$ cat src/rtl/seq_sched_pkg.sv
// -----------------------------------------------------------------------------
// seq_sched_pkg
// Shared types and constants for the serial-sequence-detector scheduler.
//   - state_e  : scheduler FSM states
//   - NSYM     : symbols per word, CNT_W : width of the hit counter
//   - head_sym : the symbol currently at the top of the shift register
// -----------------------------------------------------------------------------
package seq_sched_pkg;

    localparam int DEF_WORD_W = 32;
    localparam int SYM_W      = 2;   // bit1 -> det_b, bit0 -> det_a
    localparam int NSYM       = DEF_WORD_W / SYM_W;
    localparam int CNT_W      = $clog2(NSYM + 1);
    localparam int IDX_W      = $clog2(NSYM);
    localparam int DRN_W      = 3;   // drain counter, covers DET_LAT up to 4

    typedef enum logic [2:0] {
        ST_IDLE,
        ST_LOAD,
        ST_SHIFT,
        ST_DRAIN,
        ST_DONE
    } state_e;

    // Symbols leave MSB-pair first.
    function automatic logic [SYM_W-1:0] head_sym(input logic [DEF_WORD_W-1:0] sr);
        return sr[DEF_WORD_W-1 -: SYM_W];
    endfunction

endpackage

$ cat src/rtl/sym_shifter.sv
// -----------------------------------------------------------------------------
// sym_shifter
// Loadable word shift register that presents one symbol per shift, with the
// index of the symbol being presented and a flag for the last one.
//   clk, clr_n : clock, synchronous active-low reset
//   load_i     : capture word_i, restart the symbol index at 0
//   shift_i    : advance to the next symbol
//   word_i     : word to scan
//   sym_o      : current symbol (upper pair of the register)
//   idx_o      : index of sym_o within the word
//   last_o     : sym_o is the final symbol of the word
// -----------------------------------------------------------------------------
module sym_shifter
    import seq_sched_pkg::*;
#(
    parameter int WORD_W = DEF_WORD_W
) (
    input  logic              clk,
    input  logic              clr_n,
    input  logic              load_i,
    input  logic              shift_i,
    input  logic [WORD_W-1:0] word_i,
    output logic [SYM_W-1:0]  sym_o,
    output logic [IDX_W-1:0]  idx_o,
    output logic              last_o
);

    logic [WORD_W-1:0] shreg_q, shreg_d;
    logic [IDX_W-1:0]  idx_q, idx_d;

    // NOTE: every combinational output gets a default first so no path leaves it unassigned (no latch).
    always_comb begin
        shreg_d = shreg_q;
        idx_d   = idx_q;
        if (load_i) begin
            shreg_d = word_i;
            idx_d   = '0;
        end else if (shift_i) begin
            shreg_d = shreg_q << SYM_W;
            idx_d   = idx_q + 1'b1;
        end
    end

    // NOTE: state registers use non-blocking assignments so every flop samples pre-edge values.
    always_ff @(posedge clk) begin
        if (!clr_n) begin
            shreg_q <= '0;
            idx_q   <= '0;
        end else begin
            shreg_q <= shreg_d;
            idx_q   <= idx_d;
        end
    end

    assign sym_o  = head_sym(shreg_q);
    assign idx_o  = idx_q;
    assign last_o = (idx_q == IDX_W'(NSYM - 1));

endmodule

$ cat src/rtl/seq_sym_sched.sv
// -----------------------------------------------------------------------------
// seq_sym_sched
// Feeds a 32-bit word to a two-input serial sequence detector as 16 symbols,
// collects the detector's det_z answers (aligned for its latency) into a
// per-symbol match map and a hit count, and returns them on a valid/ready port.
//   clk, clr_n          : clock, synchronous active-low reset
//   in_valid/in_ready   : word handshake; in_word is the word to scan
//   abort               : cancel the word in flight (LOAD/SHIFT/DRAIN)
//   det_clr/det_b/det_a : detector clear and symbol bits
//   det_z               : detector response
//   out_valid/out_ready : result handshake
//   hit_cnt, match_map  : number of det_z hits, det_z per symbol (bit 0 first)
// WORD_W is expected to match the package word width; NSYM and CNT_W derive
// from it there.
// -----------------------------------------------------------------------------
module seq_sym_sched
    import seq_sched_pkg::*;
#(
    parameter int WORD_W  = DEF_WORD_W,
    parameter int DET_LAT = 1            // 1..4
) (
    input  logic              clk,
    input  logic              clr_n,
    input  logic              in_valid,
    output logic              in_ready,
    input  logic [WORD_W-1:0] in_word,
    input  logic              abort,
    output logic              det_clr,
    output logic              det_b,
    output logic              det_a,
    input  logic              det_z,
    output logic              out_valid,
    input  logic              out_ready,
    output logic [CNT_W-1:0]  hit_cnt,
    output logic [NSYM-1:0]   match_map
);

    state_e            state_q, state_d;
    logic              aborting_q, aborting_d;   // current LOAD is an abort flush
    logic [DRN_W-1:0]  drain_q, drain_d;
    logic              det_clr_q;
    logic [CNT_W-1:0]  hit_q, hit_d;
    logic [NSYM-1:0]   map_q, map_d;

    // Tag pipe: which symbol det_z answers for in the current cycle.
    logic              pipe_vld_q [DET_LAT];
    logic [IDX_W-1:0]  pipe_idx_q [DET_LAT];

    logic [SYM_W-1:0]  sh_sym;
    logic [IDX_W-1:0]  sh_idx;
    logic              sh_last;

    logic accept;
    logic abort_take;
    logic sample_en;

    assign accept     = (state_q == ST_IDLE) && in_valid;
    assign abort_take = abort && (state_q inside {ST_LOAD, ST_SHIFT, ST_DRAIN});
    assign sample_en  = pipe_vld_q[DET_LAT-1] && (state_q inside {ST_SHIFT, ST_DRAIN});

    sym_shifter #(
        .WORD_W (WORD_W)
    ) u_shifter (
        .clk     (clk),
        .clr_n   (clr_n),
        .load_i  (accept),
        .shift_i (state_q == ST_SHIFT),
        .word_i  (in_word),
        .sym_o   (sh_sym),
        .idx_o   (sh_idx),
        .last_o  (sh_last)
    );

    // ---------------- next state ----------------
    always_comb begin
        state_d    = state_q;
        aborting_d = aborting_q;
        drain_d    = drain_q;
        unique case (state_q)
            ST_IDLE: begin
                aborting_d = 1'b0;
                if (in_valid) state_d = ST_LOAD;
            end
            ST_LOAD: begin
                if (aborting_q) begin
                    state_d    = ST_IDLE;
                    aborting_d = 1'b0;
                end else begin
                    state_d = ST_SHIFT;
                end
            end
            ST_SHIFT: begin
                if (sh_last) begin
                    state_d = ST_DRAIN;
                    drain_d = '0;
                end
            end
            ST_DRAIN: begin
                if (drain_q == DRN_W'(DET_LAT - 1)) state_d = ST_DONE;
                else                                 drain_d = drain_q + 1'b1;
            end
            ST_DONE: begin
                if (out_ready) state_d = ST_IDLE;
            end
            default: state_d = ST_IDLE;
        endcase
        // Abort outranks every other transition; the LOAD it enters clears the detector.
        if (abort_take) begin
            state_d    = ST_LOAD;
            aborting_d = 1'b1;
        end
    end

    // ---------------- result collection ----------------
    always_comb begin
        hit_d = hit_q;
        map_d = map_q;
        if (accept || abort_take) begin
            hit_d = '0;
            map_d = '0;
        end else if (sample_en) begin
            map_d[pipe_idx_q[DET_LAT-1]] = det_z;
            if (det_z && (hit_q != CNT_W'(NSYM))) hit_d = hit_q + 1'b1;
        end
    end

    // ---------------- registers ----------------
    always_ff @(posedge clk) begin
        if (!clr_n) begin
            state_q    <= ST_IDLE;
            aborting_q <= 1'b0;
            drain_q    <= '0;
            det_clr_q  <= 1'b1;
            hit_q      <= '0;
            map_q      <= '0;
        end else begin
            state_q    <= state_d;
            aborting_q <= aborting_d;
            drain_q    <= drain_d;
            det_clr_q  <= (state_d == ST_LOAD);
            hit_q      <= hit_d;
            map_q      <= map_d;
        end
    end

    // NOTE: the tag pipe is a few flops, not a RAM, so it is reset like any other state.
    always_ff @(posedge clk) begin
        if (!clr_n || accept || abort_take) begin
            for (int i = 0; i < DET_LAT; i++) begin
                pipe_vld_q[i] <= 1'b0;
                pipe_idx_q[i] <= '0;
            end
        end else begin
            pipe_vld_q[0] <= (state_q == ST_SHIFT);
            pipe_idx_q[0] <= sh_idx;
            for (int i = 1; i < DET_LAT; i++) begin
                pipe_vld_q[i] <= pipe_vld_q[i-1];
                pipe_idx_q[i] <= pipe_idx_q[i-1];
            end
        end
    end

    // ---------------- outputs ----------------
    assign in_ready  = (state_q == ST_IDLE);
    assign out_valid = (state_q == ST_DONE);
    assign det_clr   = det_clr_q;
    assign det_b     = (state_q == ST_SHIFT) ? sh_sym[1] : 1'b0;
    assign det_a     = (state_q == ST_SHIFT) ? sh_sym[0] : 1'b0;
    assign hit_cnt   = hit_q;
    assign match_map = map_q;

endmodule
$ cat config.mk
export PLATFORM = sky130hd
export DESIGN_NAME = seq_sym_sched
export DESIGN_NICKNAME = d
export VERILOG_FILES = /design/src/rtl/seq_sched_pkg.sv /design/src/rtl/sym_shifter.sv /design/src/rtl/seq_sym_sched.sv
export SDC_FILE = /design/constraint.sdc
export NUM_CORES = 1
export LEC_CHECK = 0
export BUFFER_PORTS_ARGS = -buffer_cell sky130_fd_sc_hd__buf_2
export CAP_MARGIN = 10
export CORE_MARGIN = 5
export CORE_UTILIZATION = 59
export DETAILED_ROUTE_END_ITERATION = 7
export GPL_ROUTABILITY_DRIVEN = 0
export GPL_TIMING_DRIVEN = 0
export PLACE_DENSITY = 0.82
export REMOVE_ABC_BUFFERS = 1
export SETUP_SLACK_MARGIN = 0.15
export SYNTH_ARGS = -nofsm -noshare
export SYNTH_HDL_FRONTEND = slang
export SYNTH_SLANG_ARGS = --single-unit
$ cat constraint.sdc
create_clock -name clk -period 3.8 [get_ports clk]
set_input_delay 1.14 -clock clk [delete_from_list [all_inputs] [get_ports clk]]
set_output_delay 1.14 -clock clk [all_outputs]
set_load 0.02 [all_outputs]
==> results of run 1 <==
[kinds of logic (layout without fill, tap and decap cells)]
kind of cell | after synthesis | count (layout) | share of synthesized area (%)
flops | 70 | 70 | 43.09
simple gates | 121 | 122 | 21.97
mux | 1 | 1 | 0.3463
compound gates | 149 | 149 | 25.82
xor+xnor | 1 | 1 | 0.2694
buf+inv | 46 | 91 | 6.579
fa+ha+maj | 5 | 5 | 1.924
[flip-flops by register name, indices dropped and copies added (netlist names)]
signal             count
pipe_vld_q             1
drain_q                3
u_shifter.idx_o        4
aborting_q             1
match_map             16
pipe_idx_q             4
det_clr                1
u_shifter.shreg_q     32
hit_cnt                5
state_q                3
[path summary, 6_finish.rpt]
check,endpoint,slack [ns],cells after the start
setup / recovery,det_a,0.52,3
hold / removal,u_shifter.shreg_q[3]$_SDFFE_PN0P_,0.46,2
setup reg to reg,pipe_idx_q[0][1]$_SDFF_PP0_,1.32,3
hold reg to reg,u_shifter.shreg_q[3]$_SDFFE_PN0P_,0.46,2
[Yosys cell counts (6+ instances only)]
master	n
dfxtp_1	70
a21oi_1	63
o21ai_0	48
nand2_1	41
a211oi_1	21
buf_2	17
nand3_1	16
clkbuf_1	15
inv_1	9
nand4_1	8
nor3b_1	7
o31ai_1	6
[critical path, cell delays in order, from the launching register on]
cell	delay [ns]
dfxtp_1	0.83
nor3b_4	0.59
and2_1	0.20
buf_2	0.16
[final cells by class]
type,instances,area [um2],share of cell area (%)
clock buffer,14,162.7,4.359
clock inverter,1,5.005,0.1341
inverter,9,33.78,0.9054
multi-input combinational,278,1664,44.60
sequential,70,1401,37.56
tap,72,90.09,2.414
timing repair buffer,67,374.1,10.03
[report_power, final]
part | internal, mW | leakage [nW] | switching, mW
combinational | 0.0890 | 0.758 | 0.146
sequential | 0.785 | 0.572 | 0.0425
clock | 0.269 | 0.0865 | 0.259
total | 1.14 | 1.42 | 0.447
[per-layer routing]
metal	share of wire (%)	up-vias	routed length [um]	track usage [%]
met4	1.3	0	98	8.626
met2	49	88	3717	37.37
met3	6.1	11	465	6.379
li1	-	1510	-	-
met5	0	-	0	0
met1	44	1415	3316	25.09
[through the flow]
stage                     setup TNS (ns)  setup WS (ns)  hold WS, ns
after floorplan                        0         0.5586       0.4296
after global placement           -0.2420        -0.1244       0.4401
after detailed placement               0         0.7258       0.4462
after CTS                              0         0.3431       0.4561
after global routing                   0         0.3757       0.4786
final                                  0         0.5241       0.4572
[what timing repair did]
action                                 CTS  global route
setup endpoints to repair                0             1
endpoints found under the hold margin    0             0
buffers inserted                         0             0
==> metrics.md, run 1 <==
| Metric | Value |
|---|---|
| Status | finished clean |
| Hold Buf Count CTS | 0 |
| Most frequent cells in the layout | dfxtp_1, a21oi_1, buf_2, o21ai_0, nand2_1 |
| Worst Hold Launch | u_shifter.shreg_q[3]$_SDFFE_PN0P_ |
| Worst r2r src | state_q[1]$_SDFF_PN0_ |
| Final instance area | about 0.0037 mm2 |
| Critical path origin | state_q[1]$_SDFF_PN0_ |
| Fmax | between 0.3 and 0.4 GHz |
| Rel. slew slack | about a fifth |
| # diodes | 0 |
| Power per Cell Area | approximately 430 mW/mm2 |
| CP arrival | 2.14 ns |
| Die Span X | between 80 and 90 um |
| Post-layout nets | 478 |
| # clock sinks | 70 |
| CTS Buf Count | 9 |
| Final hold violations | 0 |
| RSZ-0062 raised after global routing | false |
| First-pass GRT wire length | approximately 13 mm |
| CTS Root Buffer Type | clkbuf_8 |
| Placed instance area | ~0.0035 mm2 |
| I/O pins | 64 |
| Dominant cell type by area after synthesis | dfxtp_1 |
| Filler cell count | about 470 |
| Area grow syn2layout | 14.74% |
| Setup crit end kind | output pin |
| CTS Buffer Depth | 2 |
| Flops & latches, synth | 70 |
| Post-Route Utilization | around two thirds |
| Synth Instances | 393 |
| Non-Filler Instances | between 500 and 600 |
| EDFF count, synth | 0 |
| Max Cap Violations | 0 |
| Fraction of registers with async set/reset | 0% |
| Post-synthesis sequential area ratio | 43.09% |
| Clk slew on worst S/H paths | 0.07 ns |
| Worst Path Required | 2.66 ns |
| Crit share post-route | roughly 86% |
| Overall die area | approximately 0.0071 mm2 |
| DRT iter0 DRCs | approximately 200 |
| Initial antenna violation count | 0 |
| Final setup fails | 0 |
| Tightest Pin Transition | between 1 and 1.5 ns |
| Core Box Area | approximately 0.0054 mm2 |
| DR pass1 iterations | 5 |
| Drt wl/cell | around 15 um |
| Hold Path Class | reg -> reg |
| Setup crit start kind | register |
| Avg Synthesized Cell Area | around 8.3 um2 |
| Yosys top cell area share | a little over two fifths |
| # placed instances | roughly 490 |
| DRC | 0 |
| Vias in the first global route | between 2,000 and 3,000 |
| Top post-synthesis cells by area | dfxtp_1, a21oi_1, o21ai_0 |
| Routed vias/inst | between 5 and 6 |
| Ys flop type | dfxtp_1 |
| VDD IR-drop max | a little over 0.0003 V |
| Post-synth cell types | between 50 and 60 |
| Initial Utilization | 59.79% |
| Post-Syn Area | ~0.0033 mm2 |
| DR vias | between 3,000 and 4,000 |
| Drt total wl | about 7.6 mm |
| Max FO, Critical Path | 22 |
| Design Power | approximately 1.6 mW |
| Insertion delay to the later sink of the worst-skew pair | around 0.34 ns |
| Ys Warns | 0 |
| H-Tree Depth | 3 |
| Antenna-violating nets left | 0 |
| HPWL after detailed placement | roughly 4.7 mm |
| Most common cell after layout, fill and taps aside | dfxtp_1 |
| CTS tree | yes |
| Leakage | 1.416 nW |
| Die Height | ~84 um |
| CP Class | reg -> out |
| GRT Residual Overflow | 0 |
| Std cell rows | 27 |
| Clk_skew | around 0.0037 ns |
| Port bufs | 63 |
| Slew Limit Fails | 0 |
| Resized cells post-CTS | 0 |
| GRT Util Overall | a little over a fifth |
| Minimum clock period after layout | 3.276 ns |
| Share of cells above drive strength 1 | 20.05% |
| Pin count of the biggest net entering global routing | 41 |
Power figures use the tool's default switching activity.
==> inputs of run 2 (changes only) <==
--- a/config.mk
+++ b/config.mk
@@ -5,16 +5,17 @@
 export SDC_FILE = /design/constraint.sdc
 export NUM_CORES = 1
 export LEC_CHECK = 0
+export ABC_AREA = 1
 export BUFFER_PORTS_ARGS = -buffer_cell sky130_fd_sc_hd__buf_2
 export CAP_MARGIN = 10
 export CORE_MARGIN = 5
 export CORE_UTILIZATION = 59
 export DETAILED_ROUTE_END_ITERATION = 7
 export GPL_ROUTABILITY_DRIVEN = 0
-export GPL_TIMING_DRIVEN = 0
 export PLACE_DENSITY = 0.82
 export REMOVE_ABC_BUFFERS = 1
 export SETUP_SLACK_MARGIN = 0.15
 export SYNTH_ARGS = -nofsm -noshare
 export SYNTH_HDL_FRONTEND = slang
 export SYNTH_SLANG_ARGS = --single-unit
+export TNS_END_PERCENT = 50
==> run 2 against run 1 <==
Register-to-register slack better by 0.41 ns. Setup slack better by 0.50 ns. Non-clock buffer count down 1. Clock-buffer cell count down 1. Total power up 3.0%. Design area up 1.1%. Sequential share of layout area down 0.40 points. Combinational power up 5%. Largest cell class unchanged.
==> metrics.md, run 2 <==
| Metric | Value |
|---|---|
| Synth Area in Simple Gates | 29.22% (+7.2 points) |
| CP Class | reg -> out |
| Complex-gate fraction of the synthesized area | 14.68% (-11 points) |
| Reg2reg setup slack | 1.73 ns (+0.41 ns) |
| Logic gate share of total power | 15.1% (+0.3 points) |
| Die Span X | 84.47 um (+0.27%) |
| Area grow syn2layout | 15.26% |
| Core Box Area | 0.005439 mm2 (unchanged) |
| Worst Hold Launch | match_map[13]$_SDFFE_PP0P_ |
| Drt total wl | 7.044 mm (-7.3%) |
| CP bufs+invs | 3 (+2) |
| CTS tree | yes |
| Top post-synthesis cells by count | nor2_1, nand2_1, dfxtp_1 |
| Register share of total power | 49.0% (-3.0 points) |
| Pin count of the biggest net entering global routing | 54 (+32%) |
| Busiest grt layer | met2 |
| Largest reg by FF count | u_shifter.shreg_q |
| Minimum clock period after layout | 2.779 ns (-0.4964 ns) |
| Adder-cell share of the synthesized area | 1.912% (-0.012 points) |
| CTS Buf Count | 9 (unchanged) |
| Status | finished clean |
| VDD IR-drop max | 0.0002448 V (-19%) |
| Hold Path Sink | match_map[13]$_SDFFE_PP0P_ |
| Final setup fails | 0 (unchanged) |
| Power per Cell Area | 434.3 mW/mm2 (+1.9%) |
| Tightest Pin Transition | 0.8661 ns (-0.3539 ns) |
| Resized cells post-CTS | 0 (unchanged) |
| Cell family with most CP delay | buffers and inverters |
| R2R depth | 5 (+2) |
| Fraction of registers with async set/reset | 0% (unchanged) |
| Met2 Use GR | 34.07% (-3.3 points) |
| Slew Limit Fails | 0 (unchanged) |
| Ys Warns | 0 (unchanged) |
| Most frequent cells in the layout | nor2_1, nand2_1, dfxtp_1, buf_2, inv_1 |
| Clk_skew | 0.005199 ns (+0.001548 ns) |
| Worst hold slack | 0.4612 ns (+0.003978 ns) |
| Worst r2r src | state_q[1]$_SDFF_PN0_ |
| Fin Setup TNS | 0 ns (unchanged) |
| H-Tree Depth | 3 (unchanged) |
| Post-synthesis mux area share | 0% (-0.35 points) |
| Insertion delay to the later sink of the worst-skew pair | 0.34 ns (about the same) |
| Top post-synthesis cells by area | dfxtp_1, nor2_1, o21ai_0 |
| CTS Buffer Depth | 2 (unchanged) |
| Std cell rows | 27 (unchanged) |
| Port bufs | 63 (unchanged) |
| Filler cell count | 491 (+4.7%) |
| Placement Setup Slack | 1.035 ns (+0.3087 ns) |
| DR pass1 iterations | 4 (-1) |
| Post-layout nets | 587 (+23%) |
| Antenna-violating nets left | 0 (unchanged) |
| Main combinational cell family by area after synthesis | simple AND/OR/NAND/NOR gates |
| Drt wl/cell | 11.38 um (-23%) |
| Max reg flops | 32 (unchanged) |
| Met1 Use GR | 23.94% (-1.2 points) |
| First-pass GRT wire length | 11.87 mm (-6.7%) |
| Sw frac | 26.84% (-1.3 points) |
| Grt met3 use | 4.514% (-1.9 points) |
| Ys flop type | dfxtp_1 |
| # clock sinks | 70 (unchanged) |
| Most frequent cell after synthesis | nor2_1 |
| Fmax | 0.3598 GHz (+18%) |
| Initial antenna violation count | 0 (unchanged) |
| DRC | 0 (unchanged) |
| # diodes | 0 (unchanged) |
| Setup crit start kind | register |
| Worst Path Required | 2.66 ns (about the same) |
| Clk slew on worst S/H paths | 0.07 ns (about the same) |
| Post-CTS Setup Inserts | 0 (unchanged) |
| Overall die area | 0.007135 mm2 (+0.55%) |
| Post-Syn Area | 0.003272 mm2 (+0.62%) |
| I/O pins | 64 (unchanged) |
| Hold Buf Count CTS | 0 (unchanged) |
| GRT Residual Overflow | 0 (unchanged) |
| Leakage | 1.599 nW (+13%) |
| CP Cell Sequence | inv_2 -> nor2_2 -> nand2_1 -> buf_4 -> nor2_1 -> buf_2 |
| Hold Path Class | reg -> reg |
| CTS Root Buffer Type | clkbuf_8 |
| Yosys top cell area share | 42.83% (-0.26 points) |
| EDFF count, synth | 0 (unchanged) |
| Initial Utilization | 60.16% (+0.37 points) |
| Max stage delay on crit path | 0.45 ns (-0.38 ns) |
| HPWL after detailed placement | 4.688 mm (+0.48%) |
| Int Pwr | 1.198 mW (+4.9%) |
| Post-synth cell types | 22 (-57%) |
| CP arrival | 1.64 ns (-0.50 ns) |
| RSZ-0062 raised after global routing | false |
| DR vias | 3,182 (+5.2%) |
| Post-synthesis sequential area ratio | 42.83% (-0.26 points) |
| Worst R2R End | u_shifter.shreg_q[16]$_SDFFE_PN0P_ |
| GRT Util Overall | 19.98% (-1.7 points) |
| Routed vias/inst | 5.141 (-13%) |
| Setup crit end kind | output pin |
| Clock Power Share | 36.0% (+2.8 points) |
| Setup ws final | 1.021 ns (+0.4964 ns) |
| DRT iter0 DRCs | 149 (-26%) |
| Synth Instances | 490 (+25%) |
| Hold Path Depth | 2 (unchanged) |
| Avg Synthesized Cell Area | 6.677 um2 (-19%) |
| Max FO, Critical Path | 39 (+77%) |
| Xor/xnor share of the synthesized area | 0.5354% (+0.27 points) |
| Crit-path slowest cell | dfxtp_1 |
| Most common cell after layout, fill and taps aside | nor2_1 |
| Vias in the first global route | 2,793 (-2.0%) |
| Max Cap Violations | 0 (unchanged) |
| Die Height | 84.47 um (+0.27%) |
| Flops & latches, synth | 70 (unchanged) |
| Net Switching | 0.4396 mW (-1.8%) |
| Crit share post-route | 73.14% (-13 points) |
| Dominant cell type by area after synthesis | dfxtp_1 |
| Rel. slew slack | 42.19% (+24 points) |
| Final hold violations | 0 (unchanged) |
| Share of cells above drive strength 1 | 15.54% (-4.5 points) |
==> run 2: worst max path at each step <==
stage	startpoint	to	slack (ns)	depth (start not counted)
after floorplan	state_q[1]$_SDFF_PN0_	det_a	1.11	4
after global placement	in_valid	match_map[12]$_SDFFE_PP0P_	1.09	4
after detailed placement	in_valid	u_shifter.shreg_q[16]$_SDFFE_PN0P_	1.03	5
after CTS	state_q[1]$_SDFF_PN0_	det_a	1.03	6
after global routing	state_q[1]$_SDFF_PN0_	det_a	0.92	6
final	state_q[1]$_SDFF_PN0_	det_a	1.02	6
==> run 2: area by class of cell <==
class	count	area, um2	share of cell area [%]
multi-input cells	334	1516	40.21
flip-flops and latches	70	1401	37.16
repair buffers	66	337.8	8.958
inverters	63	236.5	6.271
clock buffers	13	158.9	4.214
well taps	72	90.09	2.389
clock inverters	1	30.03	0.7963
==> run 2: power groups by stage <==
| stage | Sequential [mW] | Clock, mW | Combinational [mW] |
|---|---|---|---|
| after global placement | 0.816 | 0 | 0.239 |
| after detailed placement | 0.818 | 0 | 0.246 |
| after global routing | 0.807 | 0.636 | 0.287 |
| after CTS | 0.802 | 0.597 | 0.248 |
| final | 0.802 | 0.589 | 0.247 |
| after floorplan | 0.815 | 0 | 0.170 |
==> run 2: per-stage QoR <==
stage	instances	area [um2]	util, %	power (mW)
2_1_floorplan	467	3154	-	0.9854
3_3_place_gp	605	3582	65.86	1.055
3_5_place_dp	605	3582	65.86	1.064
4_1_cts	619	3771	69.34	1.647
5_1_grt	619	3771	69.34	1.729
6_report	619	3771	69.34	1.638
==> run 2: cells by family (layout without fill, tap and decap cells) <==
family          after synthesis  in the layout
compound gates               96             96
fa+ha+maj                     5              5
flops                        70             70
simple gates                231            231
xor+xnor                      2              2
buf+inv                      86            143
==> run 2: worst min-delay path: cells and delay by family, from the launching register on <==
family | cells | cell delay, ns
AO/OA/AOI/OAI | 1 | 0.05
flip-flops | 1 | 0.31
AND/OR/NAND/NOR | 1 | 0.06
==> run 2: per-layer routing <==
layer  share of wire (%)  vias up
met5                   0        -
met4                 1.8        0
met3                 6.7       12
li1                    -     1646
met2                  47       84
met1                  44     1440
